[config.mk]
export PLATFORM = sky130hd
export DESIGN_NAME = resource_pool_lock
export DESIGN_NICKNAME = d
export VERILOG_FILES = /design/src/rtl/resource_pool_lock.sv
export SDC_FILE = /design/constraint.sdc
export NUM_CORES = 1
export LEC_CHECK = 0
export BUFFER_PORTS_ARGS = -buffer_cell sky130_fd_sc_hd__buf_2
export CAP_MARGIN = 20
export CORE_ASPECT_RATIO = 0.8
export CORE_MARGIN = 2
export CORE_UTILIZATION = 40
export CTS_CLUSTER_SIZE = 40
export DETAILED_ROUTE_END_ITERATION = 7
export PLACE_DENSITY = 0.7
export SYNTH_ARGS = -nofsm -noshare
export SYNTH_HDL_FRONTEND = slang
export SYNTH_SLANG_ARGS = --single-unit
[constraint.sdc]
create_clock -name clk -period 18.5 [get_ports clk]
set_input_delay 0.925 -clock clk [delete_from_list [all_inputs] [get_ports clk]]
set_output_delay 0.925 -clock clk [all_outputs]
set_load 0.01 [all_outputs]
[src/rtl/resource_pool_lock.sv]
`default_nettype none
// ============================================================================
// Module   : resource_pool_lock
// Purpose  : Lock responder that hands NUM_UNITS shared units to NUM_SICS
//            requesters, oldest issue_id first, held until release pulse.
// Revision : 1.0 - initial release
// ============================================================================
module resource_pool_lock #(
    parameter int NUM_SICS  = 4,
    parameter int NUM_UNITS = 1,
    parameter int ID_WIDTH  = 8,
    localparam int c_unit_w = (NUM_UNITS > 1) ? $clog2(NUM_UNITS) : 1
) (
    input  logic                           clk,
    input  logic                           rst_n,
    input  logic [NUM_SICS-1:0]            req,
    input  logic [NUM_SICS*ID_WIDTH-1:0]   req_issue_id,
    input  logic [NUM_SICS-1:0]            release_lock,
    output logic [NUM_SICS-1:0]            grant,
    output logic [NUM_SICS*c_unit_w-1:0]   grant_unit,
    output logic [NUM_UNITS-1:0]           unit_busy,
    output logic                           ignored_release
);

    localparam int c_sic_w = (NUM_SICS > 1) ? $clog2(NUM_SICS) : 1;

    logic [NUM_UNITS-1:0] r_owner_valid;
    logic [c_sic_w-1:0]   r_owner_sic [NUM_UNITS];
    logic                 r_ignored_release;

    logic [NUM_SICS-1:0]  w_owns;
    logic [c_unit_w-1:0]  w_owned_unit [NUM_SICS];
    logic [NUM_UNITS-1:0] w_rel_hit;
    logic [NUM_UNITS-1:0] w_free_after;
    logic [NUM_UNITS-1:0] w_free_onehot;
    logic [NUM_SICS-1:0]  w_eligible;
    logic                 w_win_valid;
    logic [c_sic_w-1:0]   w_win_sic;
    logic [ID_WIDTH-1:0]  w_win_id;
    logic                 w_grant_fire;
    logic [NUM_UNITS-1:0] w_valid_nxt;
    logic [c_sic_w-1:0]   w_sic_nxt [NUM_UNITS];

    // Modular age compare: a is older when (a - b) wraps into the upper half.
    function automatic logic is_older(input logic [ID_WIDTH-1:0] a,
                                      input logic [ID_WIDTH-1:0] b);
        logic [ID_WIDTH-1:0] diff;
        diff = a - b;
        return diff[ID_WIDTH-1];
    endfunction

    always_comb begin
        w_owns    = '0;
        w_rel_hit = '0;
        for (int s = 0; s < NUM_SICS; s++) begin
            w_owned_unit[s] = '0;
        end
        for (int s = 0; s < NUM_SICS; s++) begin
            for (int u = 0; u < NUM_UNITS; u++) begin
                if (r_owner_valid[u] && (r_owner_sic[u] == c_sic_w'(s))) begin
                    w_owns[s]       = 1'b1;
                    w_owned_unit[s] = c_unit_w'(u);
                    if (release_lock[s]) begin
                        w_rel_hit[u] = 1'b1;
                    end
                end
            end
        end
    end

    // Units released this edge are immediately reusable (same-edge handoff).
    assign w_free_after  = ~r_owner_valid | w_rel_hit;
    assign w_free_onehot = w_free_after & (~w_free_after + 1'b1);
    assign w_eligible    = req & ~w_owns & ~release_lock;

    always_comb begin
        w_win_valid = 1'b0;
        w_win_sic   = '0;
        w_win_id    = '0;
        // Strict compare keeps the lower index on equal ids.
        for (int s = 0; s < NUM_SICS; s++) begin
            if (w_eligible[s] &&
                (!w_win_valid || is_older(req_issue_id[s*ID_WIDTH +: ID_WIDTH], w_win_id))) begin
                w_win_valid = 1'b1;
                w_win_sic   = c_sic_w'(s);
                w_win_id    = req_issue_id[s*ID_WIDTH +: ID_WIDTH];
            end
        end
    end

    assign w_grant_fire = w_win_valid && (|w_free_after);

    always_comb begin
        w_valid_nxt = r_owner_valid & ~w_rel_hit;
        w_sic_nxt   = r_owner_sic;
        for (int u = 0; u < NUM_UNITS; u++) begin
            if (w_grant_fire && w_free_onehot[u]) begin
                w_valid_nxt[u] = 1'b1;
                w_sic_nxt[u]   = w_win_sic;
            end
        end
    end

    always_ff @(posedge clk or negedge rst_n) begin
        if (!rst_n) begin
            r_owner_valid     <= '0;
            r_ignored_release <= 1'b0;
            for (int u = 0; u < NUM_UNITS; u++) begin
                r_owner_sic[u] <= '0;
            end
        end else begin
            r_owner_valid     <= w_valid_nxt;
            r_ignored_release <= |(release_lock & ~w_owns);
            for (int u = 0; u < NUM_UNITS; u++) begin
                r_owner_sic[u] <= w_sic_nxt[u];
            end
        end
    end

    // Outputs decode registered state only; nothing from req reaches them.
    always_comb begin
        grant_unit = '0;
        for (int s = 0; s < NUM_SICS; s++) begin
            grant_unit[s*c_unit_w +: c_unit_w] = w_owned_unit[s];
        end
    end

    assign grant           = w_owns;
    assign unit_busy       = r_owner_valid;
    assign ignored_release = r_ignored_release;

endmodule
`default_nettype wire

# Word-level counts from Yosys, hierarchy flattened
# Cells that the tools add are included.
# Widths: inputs -> output; s select.
# word_totals
reg_bits,4
inputBits,42
output_inout_bits,10
elab_cells,61
# op_classes
add_sub_neg,4
eq_ne,3
mux,23
bitwise,11
n_reduce_logical,17
# op_table
cell,count
$mux 8,3
$sub 8x8->8,3
$mux 1,18
$and 4x4->4,3
$logic_and 1x1->1,9
$not 4->4,2
$eq 2x2->1 const B,2
$mux 2,2
$reduce_or 4->1,1
$logic_not 1->1,3
$logic_or 1x1->1,3
$not 1->1,3
$and 1x1->1,2
$eq 2x1->1 const B,1
$logic_not 2->1,1
$add 1x1->1 const B,1
$or 1x1->1,1

# Logic depth before layout (Yosys ltp)
# Gate-level depths: netlist (run 1).
# depth
depth_word,22
mapped_depth,34
mapped_depth_nobuf,30

# Worst setup path before layout (run 1)
# OpenSTA, ideal clock, no wires.
# synth_path
kind,in2reg
start,input port req[0]
end,register r_owner_sic[0] in the netlist's numbering
setup_time_ps,131
arrival_ps,7183
t_required_ps,18369
slack_ps,11186
stages,31
n_path_buf,3
cell_sequence,nor2b_1 -> and2_1 -> clkbuf_1 -> clkbuf_1 -> nand2_1 -> ha_1 -> a211oi_2 -> nand3_4 -> a22o_1 -> or2_1 -> nand2_1 -> nand2_1 -> clkbuf_1 -> a31oi_1 -> ha_1 -> a2111oi_0 -> and3b_1 -> or4b_1 -> and2_4 -> a22o_1 -> and2_4 -> a21oi_4 -> mux2_4 -> ha_1 -> a21o_1 -> a21o_1 -> a21oi_1 -> nand2_1 -> o31ai_1 -> mux2i_1 -> a31oi_1
# synth_via
elab_chain_cells,17
word_cells_on_any_way,26
cone_classes,add/sub (3); mux (10); bitwise (2); reduce/logical (11)
# synth_rtl
item,line,text
start: declaration,16,"input logic [NUM_SICS-1:0] req,"
$and 4x4->4 * (2 in series),74,assign w_eligible = req & ~w_owns & ~release_lock;
$mux 8 / $mux 1 (equally long branches),82,if (w_eligible[s] &&
$sub 8x8->8 / $logic_not 1->1 (equally long branches),"48, 83",
$logic_or 1x1->1,83,"(!w_win_valid || is_older(req_issue_id[s*ID_WIDTH +: ID_WIDTH], w_win_id))) begin"
$logic_and 1x1->1,82,
$mux 8 / $mux 1 (equally long branches),82,
$sub 8x8->8 / $logic_not 1->1 (equally long branches),"48, 83",
$logic_or 1x1->1,83,
$logic_and 1x1->1,82,
$mux 8 / $mux 1 (equally long branches),82,
$sub 8x8->8 / $logic_not 1->1 (equally long branches),"48, 83",
$logic_or 1x1->1,83,
$logic_and 1x1->1,82,
$mux 1,82,
$logic_and 1x1->1,91,assign w_grant_fire = w_win_valid && (|w_free_after);
$logic_and 1x1->1,97,if (w_grant_fire && w_free_onehot[u]) begin
end signal: indexed assignment,115,r_owner_sic[u] <= w_sic_nxt[u];
end: declaration,28,logic [c_sic_w-1:0] r_owner_sic [NUM_UNITS];
# Mark *: on every way between the ends. The rest lies on a longest branch, timed or not.
# A chain may end at the register's enable or synchronous reset.

# Worst setup path after layout (run 1)
# layout_path
start,input port release_lock[0]
end,register r_owner_sic[0] in the netlist's numbering
# layout_via
elab_chain_cells,17
word_cells_on_any_way,38
cone_classes,add/sub (4); mux (18); bitwise (5); reduce/logical (11)
# layout_rtl
item,line,text
start: declaration,18,"input logic [NUM_SICS-1:0] release_lock,"
$not 4->4,74,
$and 4x4->4,74,
$mux 8 / $mux 1 (equally long branches),82,
$sub 8x8->8 / $logic_not 1->1 (equally long branches),"48, 83",
$logic_or 1x1->1,83,
$logic_and 1x1->1,82,
$mux 8 / $mux 1 (equally long branches),82,
$sub 8x8->8 / $logic_not 1->1 (equally long branches),"48, 83",
$logic_or 1x1->1,83,
$logic_and 1x1->1,82,
$mux 8 / $mux 1 (equally long branches),82,
$sub 8x8->8 / $logic_not 1->1 (equally long branches),"48, 83",
$logic_or 1x1->1,83,
$logic_and 1x1->1,82,
$mux 1,82,
$logic_and 1x1->1,91,
$logic_and 1x1->1,97,
# Parallel ways exist; a longest one is shown, timed or not.

==> results of run 1 <==
==> metrics by stage <==
stage / instances / instance area (um^2) / total power [mW] / utilization (%)
floorplan: 179 / 1330 / 0.08527 / -
global placement: 258 / 1563 / 0.1057 / 50.28
detailed placement: 258 / 1563 / 0.1067 / 50.28
CTS: 261 / 1604 / 0.1261 / 51.61
global route: 261 / 1604 / 0.1386 / 51.61
finish: 261 / 1604 / 0.1256 / 51.61
==> per-layer routing <==
layer | track usage, % | vias to the layer above | routed length (um)
met2 | 25.66 | 35 | 1334
li1 | - | 731 | -
met3 | 1.833 | 0 | 166
met5 | 0 | - | 0
met4 | 1.714 | 0 | 0
met1 | 26.80 | 604 | 1633
==> sequential cells by signal, indices dropped and copies added (netlist names) <==
register	cells
r_owner_sic	2
ignored_release	1
unit_busy	1
==> worst max path at each step <==
stage	startpoint	endpoint	slack, ns	cells past startpoint
after CTS	release_lock[0]	r_owner_sic[0]	10.99	30
after detailed placement	release_lock[0]	r_owner_sic[0]	10.75	29
final	release_lock[0]	r_owner_sic[0]	11.00	30
after global placement	release_lock[0]	r_owner_sic[0]	10.85	30
after floorplan	req[0]	r_owner_sic[0]	11.19	31
after global routing	release_lock[0]	r_owner_sic[1]	10.28	29
==> cells by family after synthesis <==
group,Yosys count
simple gates,62
other cells,1
mux,9
buf+inv,28
fa+ha+maj,18
xor+xnor,4
flops,4
compound gates,50
==> cell usage in the layout (no fill, tap or decap), types with 2 or more instances in the layout <==
cell type                  instances
sky130_fd_sc_hd__conb_1            4
sky130_fd_sc_hd__buf_2            47
sky130_fd_sc_hd__a211oi_2          2
sky130_fd_sc_hd__or2_1             2
sky130_fd_sc_hd__xnor2_1           2
sky130_fd_sc_hd__a21o_1            3
sky130_fd_sc_hd__nor2b_1           3
sky130_fd_sc_hd__a211oi_1          4
sky130_fd_sc_hd__ha_1             18
sky130_fd_sc_hd__o21ai_0           4
sky130_fd_sc_hd__nor3_1            2
sky130_fd_sc_hd__mux2i_1           2
sky130_fd_sc_hd__a31oi_1           9
sky130_fd_sc_hd__inv_1            20
sky130_fd_sc_hd__xor2_1            2
sky130_fd_sc_hd__and2_4            2
sky130_fd_sc_hd__a22o_1            3
sky130_fd_sc_hd__clkbuf_8          3
sky130_fd_sc_hd__nor2_1           16
sky130_fd_sc_hd__nand3b_1          3
sky130_fd_sc_hd__nand4_1           5
sky130_fd_sc_hd__and3b_1           2
sky130_fd_sc_hd__or3_1             2
sky130_fd_sc_hd__mux2_4            6
sky130_fd_sc_hd__dfrtp_1           4
sky130_fd_sc_hd__a21oi_1           9
sky130_fd_sc_hd__and2_1            2
sky130_fd_sc_hd__nand2_1          17
sky130_fd_sc_hd__o21ai_1           4
==> synth_stat cells (2+ instances only) <==
master and number:
sky130_fd_sc_hd__a211oi_1 4, sky130_fd_sc_hd__a211oi_2 2, sky130_fd_sc_hd__a21o_1 3, sky130_fd_sc_hd__a21oi_1 9
sky130_fd_sc_hd__a22o_1 3, sky130_fd_sc_hd__a31oi_1 9, sky130_fd_sc_hd__and2_1 2, sky130_fd_sc_hd__and2_4 2
sky130_fd_sc_hd__and3b_1 2, sky130_fd_sc_hd__buf_4 4, sky130_fd_sc_hd__clkbuf_1 3, sky130_fd_sc_hd__dfrtp_1 4
sky130_fd_sc_hd__ha_1 18, sky130_fd_sc_hd__inv_1 20, sky130_fd_sc_hd__mux2_4 6, sky130_fd_sc_hd__mux2i_1 2
sky130_fd_sc_hd__nand2_1 17, sky130_fd_sc_hd__nand3b_1 3, sky130_fd_sc_hd__nand4_1 5, sky130_fd_sc_hd__nor2_1 16
sky130_fd_sc_hd__nor2b_1 3, sky130_fd_sc_hd__nor3_1 2, sky130_fd_sc_hd__o21ai_0 4, sky130_fd_sc_hd__o21ai_1 4
sky130_fd_sc_hd__or2_1 2, sky130_fd_sc_hd__or3_1 2, sky130_fd_sc_hd__xnor2_1 2, sky130_fd_sc_hd__xor2_1 2
==> final cells by class <==
class | count | area (um^2)
clock buffer | 3 | 41.29
fill | 319 | 1504
inverter | 20 | 75.07
multi-input combinational | 147 | 1102
sequential | 4 | 100.1
tap | 40 | 50.05
timing repair buffer | 47 | 235.2
==> worst register-to-register path, delay by kind of cell, from the launching register on <==
family | cells | cell delay [ns]
AOI/OAI and AO/OA | 12 | 2.66
adders and majority gates | 3 | 0.79
DFF | 1 | 0.45
muxes | 2 | 0.61
and+or+nand+nor | 12 | 2.74
==> power by group through the flow <==
stage | clock, mW | sequential [mW] | combinational [mW]
floorplan | 0 | 0.0174 | 0.0679
global placement | 0 | 0.0182 | 0.0875
detailed placement | 0 | 0.0185 | 0.0882
CTS | 0.0188 | 0.0186 | 0.0887
global route | 0.0193 | 0.0196 | 0.0996
finish | 0.0185 | 0.0188 | 0.0883
==> qor.json, run 1 <==
{
  "run_status": {
    "status": "completed"
  },
  "synth": {
    "synth.lib_cells_used.distinct": 49,
    "synth-seq-cells": 4,
    "synth_top_area_share_pct": 17.08,
    "yosys-mux-area-fraction_pct": 10.06,
    "synth_top_flop_cell": "sky130_fd_sc_hd__dfrtp_1",
    "synth_compound_gate_area_share_pct": 27.23,
    "synth_edf_count": 0,
    "synth_area_per_cell_um2": 7.493,
    "post_synth_fa_ha_maj_area_fraction_pct": 17.08,
    "synth_top_family_by_area": "compound AO/OA/AOI/OAI gates",
    "netlist_area_um2": 1319,
    "synth_xor_xnor_area_share_pct": 2.657,
    "seq_area_frac_synth_pct": 7.590,
    "async_reset_ff_share_pct": 100.0,
    "ys_top_cells_by_area": "sky130_fd_sc_hd__ha_1, sky130_fd_sc_hd__dfrtp_1, sky130_fd_sc_hd__mux2_4",
    "ys_warn_count": 0,
    "netlist.top_cell.by_area": "sky130_fd_sc_hd__ha_1",
    "post_synth_inst_count": 176,
    "synth_simple_gate_area_share_pct": 25.43
  },
  "worst_hold_path": {
    "min-delay-path-class": "in2async"
  },
  "global_routing": {
    "grt_pass1_wl_um": 5271,
    "grt_use_total_pct": 17.11,
    "grt_antenna_before_repair": 0,
    "grt_pass1_vias": 1233,
    "grt_max_degree": 18,
    "grt_overflow": 0
  },
  "setup_path": {
    "r2r_cells": 29,
    "timing.critical_path.mode_cell": "sky130_fd_sc_hd__nand2_1",
    "worst-path-max-fanout": 17,
    "worst-endpoint-required_ns": 18.59,
    "critPathKind": "in2reg",
    "rr_endpoint": "r_owner_sic[0]",
    "cpMaxStageDelayCell": "sky130_fd_sc_hd__and2_1",
    "rrSetupSlack_ns": 11.12,
    "cp_num_buf_inv": 1,
    "setup.worst_path.start_class": "input pin",
    "critical_path.reg2reg.startpoint": "r_owner_sic[1]",
    "critPathTopFamily": "compound AO/OA/AOI/OAI gates",
    "worstSetupEndpointType": "register",
    "critPathArrivalTime_ns": 7.59,
    "maximum_cell_stage_delay_along_the_critical_path_ns": 0.47
  },
  "sta": {
    "whs_ns": 0.5038,
    "totalNegativeSetupSlack_ns": 0,
    "finalHoldViolations": 0,
    "least_margin_pin_slew_ns": 0.5192,
    "worst_slew_margin_rel_pct": 65.39,
    "timing.clock.skew_ns": 0.002727,
    "finalWorstSetupSlack_ns": 11.00,
    "number_of_setup_violations_in_the_final_report": 0,
    "timing_max_transition_violations_final": 0,
    "clock.fmax_ghz": 0.1333,
    "period_minus_slack_ns": 7.499,
    "rsz0062_at_grt": "false",
    "share_of_the_clock_period_used_by_the_worst_path_pct": 40.54
  },
  "routing": {
    "drc": 0,
    "drtIter0Drc": 59,
    "wl_per_cell_um": 12.01,
    "avgViaCountPerCell": 5.249,
    "routed-via-count": 1370,
    "total_length_of_routed_wires_um": 3134,
    "drt_pre_antenna_iters": 4,
    "ant_nets": 0
  },
  "clock_tree": {
    "h-tree-depth": 1,
    "clockRootBuffer": "sky130_fd_sc_hd__clkbuf_8",
    "cts_repair_resize_count": 0,
    "cts_inserted_buffers": 3,
    "post-cts-setup-buffers": 0,
    "cts_hold_buffers": 0,
    "clk_transition_reported_paths_ns": 0.03,
    "tritoncts": "built",
    "clkSinkCount": 4,
    "clkLatencyLatePin_ns": 0.22,
    "cts_buffer_depth": 2
  },
  "finish": {
    "area_growth_pct": 21.63,
    "finish.net_count": 283,
    "drive_above_1_share_pct": 28.51,
    "num_antenna_cells": 0
  },
  "placed_design": {
    "place_worst_setup_slack_ns": 10.75,
    "io_buffer_count": 47,
    "place_congestion": 0.8637,
    "post-dp-hpwl_um": 2730
  },
  "floorplan": {
    "initial_utilization_pct": 42.43,
    "die_width_um": 68.20,
    "core_area_um2": 3108,
    "die-area_um2": 3775,
    "die_height_um": 55.36,
    "floorplan.io_pins": 52,
    "row_count": 18
  },
  "power_and_ir_drop": {
    "power_per_cell_area_nw_per_um2": 78.33,
    "seq_power_share_pct": 15.0,
    "intPower_mw": 0.06720,
    "clock_power_share_pct": 14.8,
    "p_sw_mw": 0.05844,
    "sw_frac_of_total_pct": 46.51,
    "comb_power_share_pct": 70.2,
    "p_leak_nw": 0.8172,
    "worst_ir_drop_vdd_v": 0.00003678
  },
  "job": {
    "maxCapViolations": 0
  }
}
Power figures use the tool's default switching activity.
==> inputs of run 2 (changes only) <==
--- a/config.mk
+++ b/config.mk
@@ -12,7 +12,7 @@
 export CORE_UTILIZATION = 40
 export CTS_CLUSTER_SIZE = 40
 export DETAILED_ROUTE_END_ITERATION = 7
-export PLACE_DENSITY = 0.7
+export PLACE_DENSITY = 0.72
 export SYNTH_ARGS = -nofsm -noshare
 export SYNTH_HDL_FRONTEND = slang
 export SYNTH_SLANG_ARGS = --single-unit
==> constraint.sdc (replaced) <==
create_clock -name clk -period 6.1 [get_ports clk]
set_input_delay 0.305 -clock clk [delete_from_list [all_inputs] [get_ports clk]]
set_output_delay 0.305 -clock clk [all_outputs]
set_load 0.01 [all_outputs]
==> run 2 against run 1 <==
Die area is the same. Clock power grew to 3.1 times the previous value. Combinational power grew to 4.8 times the previous value. Non-clock buffer count grew 42. Utilization grew 19 points. Highest routed layer is now met4. Largest power group unchanged. Sequential share of layout area shrank 1.7 points. Critical path type is now reg2reg. First-iteration DRC count grew 150%. Wire length grew 46%. The flow now finishes with violations (setup timing). Hold slack lost 0.13 ns. Critical endpoint is now r_owner_sic[1]. Setup slack lost 11 ns.
==> qor.json, run 2 (synthesis results as in run 1) <==
{
  "run_status": {
    "status": "complete, but fails checks",
    "failed_checks": "setup timing"
  },
  "clock_tree": {
    "tritoncts": "built",
    "cts_buffer_depth": {"value": 2, "change": "unchanged"},
    "cts_inserted_buffers": {"value": 3, "change": "unchanged"},
    "clk_transition_reported_paths": {"value": 0.03, "unit": "ns", "change": "about the same"},
    "clkSinkCount": {"value": 4, "change": "unchanged"},
    "h-tree-depth": {"value": 1, "change": "unchanged"},
    "clkLatencyLatePin": {"value": 0.22, "unit": "ns", "change": "about the same"},
    "clockRootBuffer": "sky130_fd_sc_hd__clkbuf_8"
  },
  "routing": {
    "drc": {"value": 0, "change": "unchanged"},
    "total_length_of_routed_wires": {"value": 4565, "unit": "um", "change": "+46%"},
    "ant_nets": {"value": 0, "change": "unchanged"},
    "drtIter0Drc": {"value": 145, "change": "+150%"},
    "wl_per_cell": {"value": 15.02, "unit": "um", "change": "+25%"},
    "avgViaCountPerCell": {"value": 5.447, "change": "+3.8%"},
    "route.layer.met1.wl": {"value": 2020, "unit": "um", "change": "+24%"},
    "routed-wl-met3": {"value": 236, "unit": "um", "change": "+42%"},
    "wl_met2": {"value": 2244, "unit": "um", "change": "+68%"},
    "routed.top_layer": "met4",
    "routed-via-count": {"value": 1656, "change": "+21%"},
    "drt_pre_antenna_iters": {"value": 4, "change": "unchanged"}
  },
  "sta": {
    "share_of_the_clock_period_used_by_the_worst_path_pct": 105.4,
    "whs": {"value": 0.3720, "unit": "ns", "change": "-0.1319 ns"},
    "timing.clock.skew": {"value": 0.003283, "unit": "ns", "change": "+0.0005566 ns"},
    "finalHoldViolations": {"value": 0, "change": "unchanged"},
    "rsz0062_at_grt": "true",
    "clock.fmax_ghz": 0.1556,
    "number_of_setup_violations_in_the_final_report": {"value": 2, "change": "+2"},
    "finalWorstSetupSlack": {"value": -0.3283, "unit": "ns", "change": "-11.33 ns"},
    "period_minus_slack_ns": 6.428,
    "timing_max_transition_violations_final": {"value": 0, "change": "unchanged"}
  },
  "finish": {
    "mostFrequentLayoutCell": "sky130_fd_sc_hd__buf_2",
    "num_antenna_cells": {"value": 0, "change": "unchanged"},
    "drive_above_1_share": {"value": 52.27, "unit": "%", "change": "+24 points"},
    "layout_common_cells": "sky130_fd_sc_hd__buf_2, sky130_fd_sc_hd__buf_4, sky130_fd_sc_hd__inv_1",
    "register_with_the_most_flip_flops": "r_owner_sic",
    "finish.net_count": {"value": 326, "change": "+15%"},
    "max_ffs_per_register": {"value": 2, "change": "unchanged"},
    "area_growth_pct": 65.94,
    "final_cell_area": {"value": 2188, "unit": "um^2", "change": "+36%"}
  },
  "global_routing": {
    "grt_antenna_before_repair": {"value": 0, "change": "unchanged"},
    "grt_pass1_vias": {"value": 1516, "change": "+23%"},
    "grt_max_degree": {"value": 8, "change": "-10"},
    "grt_use_total": {"value": 23.60, "unit": "%", "change": "+6.5 points"},
    "grt_pass1_wl": {"value": 6962, "unit": "um", "change": "+32%"},
    "grt_overflow": {"value": 0, "change": "unchanged"}
  },
  "floorplan": {
    "core_area": {"value": 3108, "unit": "um^2", "change": "unchanged"},
    "die_width": {"value": 68.20, "unit": "um", "change": "unchanged"},
    "floorplan.io_pins": {"value": 52, "change": "unchanged"},
    "die_height": {"value": 55.36, "unit": "um", "change": "unchanged"},
    "die-area": {"value": 3775, "unit": "um^2", "change": "unchanged"},
    "row_count": {"value": 18, "change": "unchanged"},
    "initial_utilization": {"value": 42.43, "unit": "%", "change": "unchanged"}
  },
  "setup_path": {
    "critPathKind": "reg2reg",
    "critPathArrivalTime": {"value": 6.51, "unit": "ns", "change": "-1.08 ns"},
    "worstSetupEndpointType": "register",
    "maximum_cell_stage_delay_along_the_critical_path": {"value": 0.47, "unit": "ns", "change": "about the same"},
    "worst-endpoint-required": {"value": 6.18, "unit": "ns", "change": "-12.41 ns"},
    "worst-path-max-fanout": {"value": 7, "change": "-10"},
    "cpMaxStageDelayCell": "sky130_fd_sc_hd__or4b_4",
    "setup.worst_path.start_class": "register"
  },
  "placed_design": {
    "placed_cell_area": {"value": 1864, "unit": "um^2", "change": "+19%"},
    "post-dp-hpwl": {"value": 3198, "unit": "um", "change": "+17%"},
    "io_buffer_count": {"value": 47, "change": "unchanged"},
    "place_congestion": {"value": 0.8481, "change": "-1.8%"}
  },
  "power_and_ir_drop": {
    "comb_power_share": {"value": 80.6, "unit": "%", "change": "+10 points"},
    "seq_power_share": {"value": 8.5, "unit": "%", "change": "-6.5 points"},
    "intPower": {"value": 0.2949, "unit": "mW", "change": "+340%"},
    "worst_ir_drop_vdd": {"value": 0.0001449, "unit": "V", "change": "+290%"},
    "sw_frac_of_total": {"value": 43.95, "unit": "%", "change": "-2.6 points"},
    "clock_power_share": {"value": 10.9, "unit": "%", "change": "-3.9 points"},
    "p_sw": {"value": 0.2312, "unit": "mW", "change": "+300%"},
    "p_leak": {"value": 1.058, "unit": "nW", "change": "+30%"},
    "finalPower": {"value": 0.5261, "unit": "mW", "change": "+320%"},
    "power_per_cell_area": {"value": 240.4, "unit": "nW/um^2", "change": "+210%"}
  },
  "worst_hold_path": {
    "min-delay-path-class": "in2reg"
  },
  "job": {
    "maxCapViolations": {"value": 0, "change": "unchanged"}
  }
}
## run 2: changes by cell type in the layout (fill, tap and decap cells not counted), sizes merged
cell,before,now
and2,4,5
dlygate4sd3,0,1
buf,47,88
## run 2: worst paths after layout
check	startpoint	end	slack, ns	cells past startpoint
worst min register to register	r_owner_sic[1]	r_owner_sic[1]	0.72	3
worst min-delay path	release_lock[2]	ignored_release	0.37	2
worst max-delay path	r_owner_sic[0]	r_owner_sic[1]	-0.33	30
min in group asynchronous	rst_n	r_owner_sic[0]	0.41	2
worst max register to register	r_owner_sic[0]	r_owner_sic[1]	-0.33	30
max in group asynchronous	rst_n	r_owner_sic[1]	5.56	2
## run 2: layout make-up
| cell class | count | area (um^2) |
|---|---|---|
| timing repair buffer | 89 | 568.0 |
| tap | 40 | 50.05 |
| clock buffer | 3 | 41.29 |
| inverter | 20 | 75.07 |
| fill | 254 | 919.6 |
| sequential | 4 | 100.1 |
| multi-input combinational | 148 | 1354 |
## run 2: power by group through the flow
stage	Clock, mW	Sequential, mW	Combinational, mW
finish	0.0573	0.0447	0.424
global route	0.0603	0.0453	0.459
CTS	0.0590	0.0446	0.388
detailed placement	0	0.0444	0.353
global placement	0	0.0438	0.348
floorplan	0	0.0526	0.224
## run 2: timing repair
item,4_1_cts,5_1_grt
hold buffers,1,0
resized for setup,24,13
buffers inserted,7,3
cloned,1,0
pin swaps,9,7
endpoints found under the hold margin,4,0
setup endpoints to repair,2,2
## run 2: routing by layer
layer | global-route usage, % | vias up
met3 | 1.833 | 6
li1 | - | 817
met2 | 38.56 | 59
met5 | 0 | -
met1 | 33.75 | 774
met4 | 4.286 | 0
## run 2: metrics by stage
step	setup TNS, ns	setup slack [ns]	utilization, %	std cells
finish	-0.6414	-0.3283	70.41	304
CTS	-0.2443	-0.1236	67.03	301
global placement	-0.3381	-0.1825	59.98	289
floorplan	-0.7852	-0.3939	-	179
detailed placement	-0.7011	-0.3526	59.98	289
global route	-1.142	-0.5787	70.41	304
## run 2: worst max-delay path: cells and delay by family, from the launching register on
kind                     cells  cell delay, ns
AND/OR/NAND/NOR             12            2.34
buffers and inverters        1            0.15
flip-flops                   1            0.38
multiplexers                 2            0.60
AO/OA/AOI/OAI               12            2.17
adder cells (fa/ha/maj)      3            0.62
==> inputs of run 3 (changes only) <==
--- a/config.mk
+++ b/config.mk
@@ -13,6 +13,8 @@
 export CTS_CLUSTER_SIZE = 40
 export DETAILED_ROUTE_END_ITERATION = 7
 export PLACE_DENSITY = 0.72
+export SKIP_CTS_REPAIR_TIMING = 1
+export SLEW_MARGIN = 20
 export SYNTH_ARGS = -nofsm -noshare
 export SYNTH_HDL_FRONTEND = slang
 export SYNTH_SLANG_ARGS = --single-unit
==> run 3 against run 2 <==
The flow still finishes with violations (setup timing). Utilization is 1.2 points lower. Power shrank 2.1%. Critical path type unchanged. Register-to-register slack hardly changed. Non-clock buffer count shrank 4. Global-route usage decreased by 3.0 points. Final cell count decreased by 1.3%. Combinational power decreased by 3%. Clock power rose by 2%.
==> qor.json, run 3 (synthesis results as in run 1) <==
{
  "run_status": {
    "status": "complete, but fails checks",
    "failed_checks": "setup timing"
  },
  "worst_hold_path": {
    "hp-start": "release_lock[2]",
    "min-delay-path-class": "in2reg",
    "worst_hold_path.num_cells": {"value": 2, "change": "unchanged"},
    "timing.hold.worst_endpoint": "ignored_release"
  },
  "clock_tree": {
    "clkSinkCount": {"value": 4, "change": "unchanged"},
    "cts_buffer_depth": {"value": 2, "change": "unchanged"},
    "clk_transition_reported_paths": {"value": 0.03, "unit": "ns", "change": "about the same"},
    "h-tree-depth": {"value": 1, "change": "unchanged"},
    "tritoncts": "built",
    "clkLatencyLatePin": {"value": 0.23, "unit": "ns", "change": "about the same"},
    "cts_inserted_buffers": {"value": 3, "change": "unchanged"},
    "clockRootBuffer": "sky130_fd_sc_hd__clkbuf_8"
  },
  "placed_design": {
    "placed_cell_area": {"value": 1864, "unit": "um^2", "change": "unchanged"},
    "place_congestion": {"value": 0.8481, "change": "unchanged"},
    "post-dp-hpwl": {"value": 3198, "unit": "um", "change": "unchanged"},
    "io_buffer_count": {"value": 47, "change": "unchanged"}
  },
  "setup_path": {
    "r2r_cells": {"value": 30, "change": "unchanged"},
    "worst-endpoint-required": {"value": 6.19, "unit": "ns", "change": "about the same"},
    "worst-path-max-fanout": {"value": 7, "change": "unchanged"},
    "cpMaxStageDelayCell": "sky130_fd_sc_hd__or4b_4",
    "setup.worst_path.start_class": "register",
    "rr_endpoint": "r_owner_sic[1]",
    "critPathKind": "reg2reg",
    "critical_path.reg2reg.startpoint": "r_owner_sic[0]",
    "critPathArrivalTime": {"value": 6.53, "unit": "ns", "change": "+0.02 ns"},
    "maximum_cell_stage_delay_along_the_critical_path": {"value": 0.48, "unit": "ns", "change": "about the same"},
    "rrSetupSlack": {"value": -0.34, "unit": "ns", "change": "about the same"},
    "worstSetupEndpointType": "register"
  },
  "floorplan": {
    "core_area": {"value": 3108, "unit": "um^2", "change": "unchanged"},
    "floorplan.io_pins": {"value": 52, "change": "unchanged"},
    "row_count": {"value": 18, "change": "unchanged"},
    "die_height": {"value": 55.36, "unit": "um", "change": "unchanged"},
    "die-area": {"value": 3775, "unit": "um^2", "change": "unchanged"},
    "initial_utilization": {"value": 42.43, "unit": "%", "change": "unchanged"},
    "die_width": {"value": 68.20, "unit": "um", "change": "unchanged"}
  },
  "routing": {
    "ant_nets": {"value": 0, "change": "unchanged"},
    "wl_per_cell": {"value": 14.99, "unit": "um", "change": "-0.18%"},
    "drt_pre_antenna_iters": {"value": 4, "change": "unchanged"},
    "routed-via-count": {"value": 1634, "change": "-1.3%"},
    "total_length_of_routed_wires": {"value": 4497, "unit": "um", "change": "-1.5%"},
    "drtIter0Drc": {"value": 110, "change": "-24%"},
    "drc": {"value": 0, "change": "unchanged"},
    "avgViaCountPerCell": {"value": 5.447, "change": "about the same"}
  },
  "global_routing": {
    "grt_use_total": {"value": 20.56, "unit": "%", "change": "-3.0 points"},
    "grt_pass1_wl": {"value": 6175, "unit": "um", "change": "-11%"},
    "grt_antenna_before_repair": {"value": 0, "change": "unchanged"},
    "grt_pass1_vias": {"value": 1387, "change": "-8.5%"},
    "grt_overflow": {"value": 0, "change": "unchanged"},
    "grt_max_degree": {"value": 11, "change": "+3"}
  },
  "sta": {
    "rsz0062_at_grt": "true",
    "period_minus_slack": {"value": 6.435, "unit": "ns", "change": "+0.007112 ns"},
    "finalWorstSetupSlack": {"value": -0.3354, "unit": "ns", "change": "-0.007112 ns"},
    "timing_max_transition_violations_final": {"value": 0, "change": "unchanged"},
    "whs": {"value": 0.3710, "unit": "ns", "change": "-0.0009670 ns"},
    "finalHoldViolations": {"value": 0, "change": "unchanged"},
    "clock.fmax": {"value": 0.1554, "unit": "GHz", "change": "-0.11%"},
    "number_of_setup_violations_in_the_final_report": {"value": 2, "change": "unchanged"},
    "timing.clock.skew": {"value": 0.002470, "unit": "ns", "change": "-0.0008136 ns"},
    "share_of_the_clock_period_used_by_the_worst_path": {"value": 105.5, "unit": "%", "change": "+0.12 points"}
  },
  "finish": {
    "layout_common_cells": "sky130_fd_sc_hd__buf_2, sky130_fd_sc_hd__buf_4, sky130_fd_sc_hd__inv_1",
    "area_growth_pct": 63.19,
    "num_antenna_cells": {"value": 0, "change": "unchanged"},
    "fillerInstances": {"value": 249, "change": "-2.0%"},
    "register_with_the_most_flip_flops": "r_owner_sic",
    "drive_above_1_share": {"value": 50.38, "unit": "%", "change": "-1.9 points"},
    "finish.net_count": {"value": 322, "change": "-1.2%"},
    "mostFrequentLayoutCell": "sky130_fd_sc_hd__buf_2",
    "postLayoutCoreUtil": {"value": 69.24, "unit": "%", "change": "-1.2 points"},
    "final_cell_area": {"value": 2152, "unit": "um^2", "change": "-1.7%"},
    "max_ffs_per_register": {"value": 2, "change": "unchanged"}
  },
  "power_and_ir_drop": {
    "finalPower": {"value": 0.5153, "unit": "mW", "change": "-2.1%"},
    "p_leak": {"value": 1.037, "unit": "nW", "change": "-2.0%"},
    "power_per_cell_area": {"value": 239.5, "unit": "nW/um^2", "change": "-0.40%"},
    "worst_ir_drop_vdd": {"value": 0.0001402, "unit": "V", "change": "-3.2%"}
  },
  "job": {
    "maxCapViolations": {"value": 0, "change": "unchanged"}
  }
}
==> run 3: changes by cell type in the layout (fill, tap and decap cells not counted), moves of 2 or more <==
cell / change
sky130_fd_sc_hd__buf_4: -3
sky130_fd_sc_hd__nand2_2: -2
sky130_fd_sc_hd__nor2_4: +2
sky130_fd_sc_hd__a31oi_4: +2
sky130_fd_sc_hd__ha_4: -2
sky130_fd_sc_hd__nand2_1: +2
sky130_fd_sc_hd__nor2_1: -2
==> run 3: area by class of cell <==
class | count | area (um^2) | area share [%]
clock buffers | 3 | 41.29 | 1.919
inverters | 20 | 75.07 | 3.488
multi-input cells | 148 | 1351 | 62.79
flip-flops and latches | 4 | 100.1 | 4.651
well taps | 40 | 50.05 | 2.326
repair buffers | 85 | 534.3 | 24.83
==> run 3: critical path, delay by kind of cell, from the launching register on <==
family          cells  cell delay [ns]
fa+ha+maj           3             0.60
buf+inv             1             0.15
mux                 2             0.60
flops               1             0.38
simple gates       13             2.43
compound gates     11             2.11
==> run 3: per-layer routing <==
layer / global-route usage (%) / vias to the layer above / part of all wire, %
met5: 0 / - / 0
met4: 4.286 / 0 / 1.9
met3: 1.833 / 8 / 6.1
met2: 30.79 / 65 / 49
met1: 31.51 / 754 / 43
li1: - / 807 / -
==> run 3: metrics by stage <==
stage | TNS, ns | worst slack, ns | cells
2_1_floorplan | -0.7852 | -0.3939 | 179
3_3_place_gp | -0.3381 | -0.1825 | 289
3_5_place_dp | -0.7011 | -0.3526 | 289
4_1_cts | -0.7455 | -0.3757 | 292
5_1_grt | -1.155 | -0.5830 | 300
6_report | -0.6589 | -0.3354 | 300
==> run 3: report_power, final <==
| group | internal, mW | switching [mW] |
|---|---|---|
| logic | 0.204 | 0.208 |
| clock network | 0.0423 | 0.0162 |
| registers | 0.0384 | 0.00626 |
| total | 0.285 | 0.230 |
==> run 3: how the worst max path moves through the flow <==
stage / end / cells past startpoint / start / slack [ns]
after floorplan: r_owner_sic[0] / 32 / unit_busy / -0.39
after global placement: r_owner_sic[1] / 30 / r_owner_sic[1] / -0.18
after detailed placement: r_owner_sic[1] / 30 / r_owner_sic[1] / -0.35
after CTS: r_owner_sic[1] / 29 / r_owner_sic[0] / -0.38
after global routing: r_owner_sic[0] / 29 / r_owner_sic[0] / -0.58
final: r_owner_sic[1] / 30 / r_owner_sic[0] / -0.34
